### src/rtl/vend_change_sequencer_if.sv
// Bundle of the change request, refill, dispense and status signals between
// the vend controller (master) and the change sequencer (slave).
interface vend_change_sequencer_if #(
  parameter int AMT_W = 8,
  parameter int CNT_W = 6
);
  // Request handshake: a request transfers on a rising clock edge where
  // req_valid and req_ready are both high; the master holds req_amount
  // stable while req_valid is high and may drop req_valid after the transfer.
  logic             req_valid;
  logic [AMT_W-1:0] req_amount;
  logic             req_ready;
  logic             load_valid;
  logic [1:0]       load_tube;
  logic [CNT_W-1:0] load_count;
  logic [2:0]       disp;
  logic             disp_ack;
  logic             done;
  logic [AMT_W-1:0] shortfall;
  logic             fault;
  logic             busy;
  logic [CNT_W-1:0] cnt_q;
  logic [CNT_W-1:0] cnt_d;
  logic [CNT_W-1:0] cnt_n;
  logic             exact_change_only;
  logic [2:0]       dbg_state;

  modport master (
    output req_valid, req_amount, load_valid, load_tube, load_count, disp_ack,
    input  req_ready, disp, done, shortfall, fault, busy,
    input  cnt_q, cnt_d, cnt_n, exact_change_only, dbg_state
  );

  modport slave (
    input  req_valid, req_amount, load_valid, load_tube, load_count, disp_ack,
    output req_ready, disp, done, shortfall, fault, busy,
    output cnt_q, cnt_d, cnt_n, exact_change_only, dbg_state
  );
endinterface

### src/rtl/vend_change_sequencer.sv
// Greedy coin-by-coin change dispenser with per-tube inventory and ack timeout.
// Optional exact-change indicator enabled by macro VEND_EXACT_CHANGE_EN.
module vend_change_sequencer #(
  parameter int AMT_W       = 8,
  parameter int CNT_W       = 6,
  parameter int INIT_Q      = 10,
  parameter int INIT_D      = 10,
  parameter int INIT_N      = 10,
  parameter int ACK_TIMEOUT = 15
) (
  input  logic clk,
  input  logic rst,
  vend_change_sequencer_if.slave bus
);

  localparam int TW = $clog2(ACK_TIMEOUT + 1);
  localparam logic [CNT_W-1:0] CNT_MAX = {CNT_W{1'b1}};
  localparam logic [AMT_W-1:0] VAL_Q = AMT_W'(25);
  localparam logic [AMT_W-1:0] VAL_D = AMT_W'(10);
  localparam logic [AMT_W-1:0] VAL_N = AMT_W'(5);

  typedef enum logic [2:0] {
    S_IDLE     = 3'd0,
    S_SELECT   = 3'd1,
    S_FIRE     = 3'd2,
    S_WAIT_ACK = 3'd3,
    S_FINISH   = 3'd4
  } state_t;

  state_t           r_state,     w_state_next;
  logic [AMT_W-1:0] r_remaining, w_remaining_next;
  logic [2:0]       r_coin,      w_coin_next;
  logic [TW-1:0]    r_timer,     w_timer_next;
  logic [CNT_W-1:0] r_cnt_q,     w_cnt_q_next;
  logic [CNT_W-1:0] r_cnt_d,     w_cnt_d_next;
  logic [CNT_W-1:0] r_cnt_n,     w_cnt_n_next;
  logic [AMT_W-1:0] r_shortfall, w_shortfall_next;
  logic             r_fault,     w_fault_next;
  logic [CNT_W:0]   w_load_sum;
  logic [CNT_W-1:0] w_load_sat;
  logic [CNT_W-1:0] w_load_base;
  logic [AMT_W-1:0] w_coin_value;

  always_comb begin
    w_load_base = r_cnt_n;
    case (bus.load_tube)
      2'd1:    w_load_base = r_cnt_d;
      2'd2:    w_load_base = r_cnt_q;
      default: w_load_base = r_cnt_n;
    endcase
    w_load_sum = {1'b0, w_load_base} + {1'b0, bus.load_count};
    w_load_sat = w_load_sum[CNT_W] ? CNT_MAX : w_load_sum[CNT_W-1:0];
  end

  always_comb begin
    w_coin_value = '0;
    case (r_coin)
      3'b100:  w_coin_value = VAL_Q;
      3'b010:  w_coin_value = VAL_D;
      3'b001:  w_coin_value = VAL_N;
      default: w_coin_value = '0;
    endcase
  end

  always_comb begin
    w_state_next     = r_state;
    w_remaining_next = r_remaining;
    w_coin_next      = r_coin;
    w_timer_next     = r_timer;
    w_cnt_q_next     = r_cnt_q;
    w_cnt_d_next     = r_cnt_d;
    w_cnt_n_next     = r_cnt_n;
    w_shortfall_next = r_shortfall;
    w_fault_next     = r_fault;
    case (r_state)
      S_IDLE: begin
        // A request in the same cycle as a refill takes priority; the refill is lost.
        if (bus.req_valid) begin
          w_remaining_next = bus.req_amount;
          w_state_next     = S_SELECT;
        end else if (bus.load_valid) begin
          case (bus.load_tube)
            2'd0:    w_cnt_n_next = w_load_sat;
            2'd1:    w_cnt_d_next = w_load_sat;
            2'd2:    w_cnt_q_next = w_load_sat;
            default: ;
          endcase
        end
      end
      S_SELECT: begin
        if (r_remaining >= VAL_Q && r_cnt_q != '0) begin
          w_coin_next  = 3'b100;
          w_state_next = S_FIRE;
        end else if (r_remaining >= VAL_D && r_cnt_d != '0) begin
          w_coin_next  = 3'b010;
          w_state_next = S_FIRE;
        end else if (r_remaining >= VAL_N && r_cnt_n != '0) begin
          w_coin_next  = 3'b001;
          w_state_next = S_FIRE;
        end else begin
          w_shortfall_next = r_remaining;
          w_fault_next     = 1'b0;
          w_state_next     = S_FINISH;
        end
      end
      S_FIRE: begin
        w_timer_next = '0;
        w_state_next = S_WAIT_ACK;
      end
      S_WAIT_ACK: begin
        // Ack is checked before the timeout so a last-cycle ack still counts.
        if (bus.disp_ack) begin
          w_remaining_next = r_remaining - w_coin_value;
          if (r_coin[2] && r_cnt_q != '0) w_cnt_q_next = r_cnt_q - 1'b1;
          if (r_coin[1] && r_cnt_d != '0) w_cnt_d_next = r_cnt_d - 1'b1;
          if (r_coin[0] && r_cnt_n != '0) w_cnt_n_next = r_cnt_n - 1'b1;
          w_state_next = S_SELECT;
        end else if (r_timer == TW'(ACK_TIMEOUT - 1)) begin
          w_shortfall_next = r_remaining;
          w_fault_next     = 1'b1;
          w_state_next     = S_FINISH;
        end else begin
          w_timer_next = r_timer + 1'b1;
        end
      end
      S_FINISH: w_state_next = S_IDLE;
      default:  w_state_next = S_IDLE;
    endcase
  end

  always_ff @(posedge clk) begin
    if (rst) begin
      r_state     <= S_IDLE;
      r_remaining <= '0;
      r_coin      <= '0;
      r_timer     <= '0;
      r_cnt_q     <= CNT_W'(INIT_Q);
      r_cnt_d     <= CNT_W'(INIT_D);
      r_cnt_n     <= CNT_W'(INIT_N);
      r_shortfall <= '0;
      r_fault     <= 1'b0;
    end else begin
      r_state     <= w_state_next;
      r_remaining <= w_remaining_next;
      r_coin      <= w_coin_next;
      r_timer     <= w_timer_next;
      r_cnt_q     <= w_cnt_q_next;
      r_cnt_d     <= w_cnt_d_next;
      r_cnt_n     <= w_cnt_n_next;
      r_shortfall <= w_shortfall_next;
      r_fault     <= w_fault_next;
    end
  end

  assign bus.req_ready = (r_state == S_IDLE);
  assign bus.busy      = (r_state != S_IDLE);
  assign bus.disp      = (r_state == S_FIRE) ? r_coin : 3'b000;
  assign bus.done      = (r_state == S_FINISH);
  assign bus.shortfall = r_shortfall;
  assign bus.fault     = r_fault;
  assign bus.cnt_q     = r_cnt_q;
  assign bus.cnt_d     = r_cnt_d;
  assign bus.cnt_n     = r_cnt_n;
  assign bus.dbg_state = r_state;

`ifdef VEND_EXACT_CHANGE_EN
  localparam logic [CNT_W-1:0] INIT_N_C = CNT_W'(INIT_N);
  localparam logic [CNT_W-1:0] INIT_D_C = CNT_W'(INIT_D);
  localparam logic EXACT_INIT = (INIT_N_C == '0) || (INIT_D_C == '0 && INIT_N_C < CNT_W'(2));
  logic r_exact;
  logic w_exact_next;

  // Tracks the counters as they will be after this edge, so it never lags a refill or dispense.
  assign w_exact_next = (w_cnt_n_next == '0) ||
                        (w_cnt_d_next == '0 && w_cnt_n_next < CNT_W'(2));

  always_ff @(posedge clk) begin
    if (rst) r_exact <= EXACT_INIT;
    else     r_exact <= w_exact_next;
  end

  assign bus.exact_change_only = r_exact;
`else
  assign bus.exact_change_only = 1'b0;
`endif

endmodule

### src/flat_wrapper.sv
// flat-port wrapper written by rule: the top's interface ports become plain ports
module vend_change_sequencer_flat 
#(
  parameter int AMT_W       = 8,
  parameter int CNT_W       = 6,
  parameter int INIT_Q      = 10,
  parameter int INIT_D      = 10,
  parameter int INIT_N      = 10,
  parameter int ACK_TIMEOUT = 15
)
  (clk, rst, bus_req_valid, bus_req_amount, bus_load_valid, bus_load_tube, bus_load_count, bus_disp_ack, bus_req_ready, bus_disp, bus_done, bus_shortfall, bus_fault, bus_busy, bus_cnt_q, bus_cnt_d, bus_cnt_n, bus_exact_change_only, bus_dbg_state);
  vend_change_sequencer_if #(.AMT_W(AMT_W), .CNT_W(CNT_W)) bus_i ();
  input  logic clk;
  input  logic rst;
  input wire logic [$bits(bus_i.req_valid)-1:0] bus_req_valid;
  input wire logic [$bits(bus_i.req_amount)-1:0] bus_req_amount;
  input wire logic [$bits(bus_i.load_valid)-1:0] bus_load_valid;
  input wire logic [$bits(bus_i.load_tube)-1:0] bus_load_tube;
  input wire logic [$bits(bus_i.load_count)-1:0] bus_load_count;
  input wire logic [$bits(bus_i.disp_ack)-1:0] bus_disp_ack;
  output wire logic [$bits(bus_i.req_ready)-1:0] bus_req_ready;
  output wire logic [$bits(bus_i.disp)-1:0] bus_disp;
  output wire logic [$bits(bus_i.done)-1:0] bus_done;
  output wire logic [$bits(bus_i.shortfall)-1:0] bus_shortfall;
  output wire logic [$bits(bus_i.fault)-1:0] bus_fault;
  output wire logic [$bits(bus_i.busy)-1:0] bus_busy;
  output wire logic [$bits(bus_i.cnt_q)-1:0] bus_cnt_q;
  output wire logic [$bits(bus_i.cnt_d)-1:0] bus_cnt_d;
  output wire logic [$bits(bus_i.cnt_n)-1:0] bus_cnt_n;
  output wire logic [$bits(bus_i.exact_change_only)-1:0] bus_exact_change_only;
  output wire logic [$bits(bus_i.dbg_state)-1:0] bus_dbg_state;
  assign bus_i.req_valid = bus_req_valid;
  assign bus_i.req_amount = bus_req_amount;
  assign bus_i.load_valid = bus_load_valid;
  assign bus_i.load_tube = bus_load_tube;
  assign bus_i.load_count = bus_load_count;
  assign bus_i.disp_ack = bus_disp_ack;
  assign bus_req_ready = bus_i.req_ready;
  assign bus_disp = bus_i.disp;
  assign bus_done = bus_i.done;
  assign bus_shortfall = bus_i.shortfall;
  assign bus_fault = bus_i.fault;
  assign bus_busy = bus_i.busy;
  assign bus_cnt_q = bus_i.cnt_q;
  assign bus_cnt_d = bus_i.cnt_d;
  assign bus_cnt_n = bus_i.cnt_n;
  assign bus_exact_change_only = bus_i.exact_change_only;
  assign bus_dbg_state = bus_i.dbg_state;
  vend_change_sequencer #(.AMT_W(AMT_W), .CNT_W(CNT_W), .INIT_Q(INIT_Q), .INIT_D(INIT_D), .INIT_N(INIT_N), .ACK_TIMEOUT(ACK_TIMEOUT)) u_core (.clk(clk), .rst(rst), .bus(bus_i));
endmodule
### config.mk
export PLATFORM = sky130hd
export DESIGN_NAME = vend_change_sequencer_flat
export DESIGN_NICKNAME = d
export VERILOG_FILES = /design/src/rtl/vend_change_sequencer_if.sv /design/src/rtl/vend_change_sequencer.sv /design/src/flat_wrapper.sv
export SDC_FILE = /design/constraint.sdc
export NUM_CORES = 1
export LEC_CHECK = 0
export ABC_AREA = 1
export BUFFER_PORTS_ARGS = -buffer_cell sky130_fd_sc_hd__buf_2
export CORE_UTILIZATION = 30
export CTS_CLUSTER_SIZE = 40
export DETAILED_ROUTE_END_ITERATION = 12
export PLACE_DENSITY_LB_ADDON = 0.25
export SKIP_LAST_GASP = 1
export SLEW_MARGIN = 20
export SYNTH_ARGS = -nofsm -noshare
export SYNTH_HDL_FRONTEND = slang
export SYNTH_SLANG_ARGS = --single-unit
### constraint.sdc
create_clock -name clk -period 5.35 [get_ports clk]
set_clock_uncertainty 0.15 [all_clocks]
set_input_delay 0.2675 -clock clk [delete_from_list [all_inputs] [get_ports clk]]
set_output_delay 0.2675 -clock clk [all_outputs]
set_load 0.01 [all_outputs]
==> flow_summary.json <==
{
  "ir_drop_uv": 149,
  "cts_tree": "yes",
  "setup_viol": 0,
  "nets": 593,
  "synth_top_family_by_area": "simple AND/OR/NAND/NOR gates",
  "grt_pass1_wl_um": 14800,
  "p_per_area_nw_per_um2": 489,
  "grt_pass1_vias": 3087,
  "cp_max_fo": 8,
  "die_area_sq_um": 11100,
  "synth_cell_types": 32,
  "rsz0062_at_grt": "false",
  "leakagePower_uw": 0.00186,
  "startpoint_type": "flip-flop",
  "hold_viol": 0,
  "htreeDepth": 2,
  "synthAdderAreaFrac_pct": 9.07,
  "via_count": 3341,
  "clk_pin_slew_worst_paths_ns": 0.09,
  "yosys.area_share.simple_pct": 32.9,
  "cts_root_buffer": "clkbuf_8",
  "dr.pass1.iters": 5,
  "worstMarginPinSlew_ns": 1.01,
  "place_hpwl_um": 6950,
  "drv_slew": 0,
  "syn_to_final_growth_pct": 15.5,
  "syn_area_per_cell_sq_um": 6.35,
  "yosysWarningCount": 0,
  "post-route-period-util_pct": 54.1,
  "max_freq_mhz": 346,
  "cap_violations": 0,
  "critPathKind": "reg -> reg",
  "grt_remaining_overflow": 0,
  "pre_cts_ws_ns": 2.18,
  "hold_path_class": "in -> reg",
  "slew-limit-headroom_pct": 32.4,
  "synth_compound_area_share_pct": 17.2,
  "synth_nets": 547,
  "start_util_pct": 31.0,
  "numPortBuffers": 56,
  "core_sq_um": 10300,
  "cts-resized-gates": 0,
  "required_ns": 5.41,
  "end_kind": "flip-flop",
  "die_height_um": 105,
  "antenna_cells": 0,
  "tritoncts.num_buffers": 5,
  "die_w_um": 105,
  "synth_xor_area_share_pct": 1.92,
  "hold_buffers": 0,
  "grt_max_degree": 35,
  "clk_latency_ns": 0.30,
  "clkSinkCount": 45,
  "gp_congestion": 0.837,
  "vias_per_cell": 4.86,
  "synth_ff_type": "dfxtp_1",
  "io_pins": 58,
  "whs_ns": 0.0653,
  "fin_ws_ns": 2.46,
  "worstPathArrival_ns": 2.95,
  "num_rows": 37,
  "drt_iter0_drc": 161,
  "cts_buffer_depth": 2,
  "drc_errors": 0,
  "fin_setup_tns_ns": 0,
  "synth_mux_area_share_pct": 0,
  "drtAntennaViolNets": 0,
  "synthCells": 504,
  "synth_edf_count": 0,
  "status": "finished, final reports clean",
  "fin_crit_ns": 2.89,
  "wl_um": 9030,
  "antenna_found_initial": 0,
  "ys_seq_elements": 45,
  "postCtsSetupRepairBufs": 0,
  "drive_gt1_share_pct": 14.5,
  "grtUsageTotal_pct": 16.6,
  "syn_area_sq_um": 3200,
  "wire_per_inst_um": 13.1,
  "async_flop_share_pct": 0,
  "seq_area_frac_synth_pct": 28.2
}
[worst paths after layout]
| check | startpoint | to | slack, ns | depth (start not counted) |
|---|---|---|---|---|
| setup / recovery | u_core.bus.cnt_q[0] | u_core.bus.cnt_n[4] | 2.46 | 13 |
| hold / removal | bus_req_amount[0] | u_core.r_remaining[0] | 0.07 | 3 |
| setup reg to reg | u_core.bus.cnt_q[0] | u_core.bus.cnt_n[4] | 2.46 | 13 |
| hold reg to reg | u_core.bus.shortfall[1] | u_core.bus.shortfall[1] | 0.33 | 2 |
[kinds of logic after synthesis]
family / Yosys count
other: 1
adder cells (fa/ha/maj): 22
AO/OA/AOI/OAI: 101
flip-flops: 45
AND/OR/NAND/NOR: 244
XOR/XNOR: 7
buffers and inverters: 84
[layout by cell type, fill, tap and decap left out]
cell type  Yosys  routed
conb_1         1       1
nand2_2        4       4
or2_0          1       1
clkbuf_8       0       5
nor3_1         4       4
xor2_1         5       5
o221ai_1       6       6
clkinv_2       0       1
or2_2          6       6
a31oi_4        1       1
nand4_1        6       6
nand3_1       44      44
nand3_2        1       1
xnor2_1        2       2
dfxtp_1       45      45
nand3b_1       3       3
o21ai_1        3       3
o21ai_0       29      29
fa_1           2       2
a211oi_1       1       1
nor2_1        57      57
bufinv_16      0       2
inv_2          3       3
nor3_4         1       1
ha_1          20      20
and2_1         1       1
a31oi_1        4       4
buf_2          5      56
inv_1         64      64
a21oi_1       57      57
nand2_1      116     116
[area by class of cell]
type / instances / area (sq um)
Clock inverter: 3 / 65.1
Multi-Input combinational cell: 375 / 1960
Clock buffer: 5 / 68.8
Timing Repair Buffer: 56 / 280
Tap cell: 136 / 170
Fill cell: 1144 / 6630
Inverter: 67 / 251
Sequential cell: 45 / 901
[synthesized netlist by cell type, drive strengths merged (2+ instances only)]
cell	count	area (sq um)
ha	20	250
nand3	45	230
nand3b	3	22.5
nor2	57	214
clkbuf	7	26.3
buf	10	62.6
or2	7	43.8
fa	2	40.0
nor3	5	36.3
o221ai	6	52.6
xor2	5	43.8
a21oi	57	285
nand2	120	460
a31oi	5	46.3
xnor2	2	17.5
nand4	6	37.5
dfxtp	45	901
o21ai	32	160
inv	67	251
[power by group]
part           internal [uW]  switching, uW
Combinational            336            623
Clock                    186            128
Sequential               430            104
Total                    952            855
[critical path, stage by stage (launching register included)]
cell      delay [ns]
dfxtp_1         0.35
inv_1           0.13
o221ai_1        0.24
o21ai_0         0.12
inv_1           0.07
ha_1            0.16
inv_1           0.05
fa_1            0.41
o21ai_0         0.25
xor2_1          0.10
o21ai_0         0.55
nand2_1         0.10
nand2_1         0.08
inv_1           0.03
[registers in the layout, indices dropped and copies added (netlist names)]
name,count
u_core.r_remaining,8
u_core.r_timer,4
u_core.bus.cnt_d,6
u_core.bus.fault,1
u_core.r_coin,3
u_core.bus.dbg_state,3
u_core.bus.shortfall,8
u_core.bus.cnt_q,6
u_core.bus.cnt_n,6
[stage by stage]
| step | utilization, % | instance area (sq um) | instances | power (uW) |
|---|---|---|---|---|
| final | 35.8 | 3690 | 687 | 1810 |
| after floorplan | - | 3200 | 504 | 1220 |
| after detailed placement | 34.5 | 3560 | 679 | 1500 |
| after global placement | 34.5 | 3560 | 679 | 1490 |
| after global routing | 35.8 | 3690 | 687 | 1980 |
| after CTS | 35.8 | 3690 | 687 | 1820 |
[routing by layer]
layer	vias up	GRT usage, %	wire (um)
li1	1733	-	-
met1	1522	21.1	4250
met2	72	28.3	4210
met3	14	3.40	437
met4	0	4.53	138
met5	-	0	0
Power figures use the tool's default switching activity.
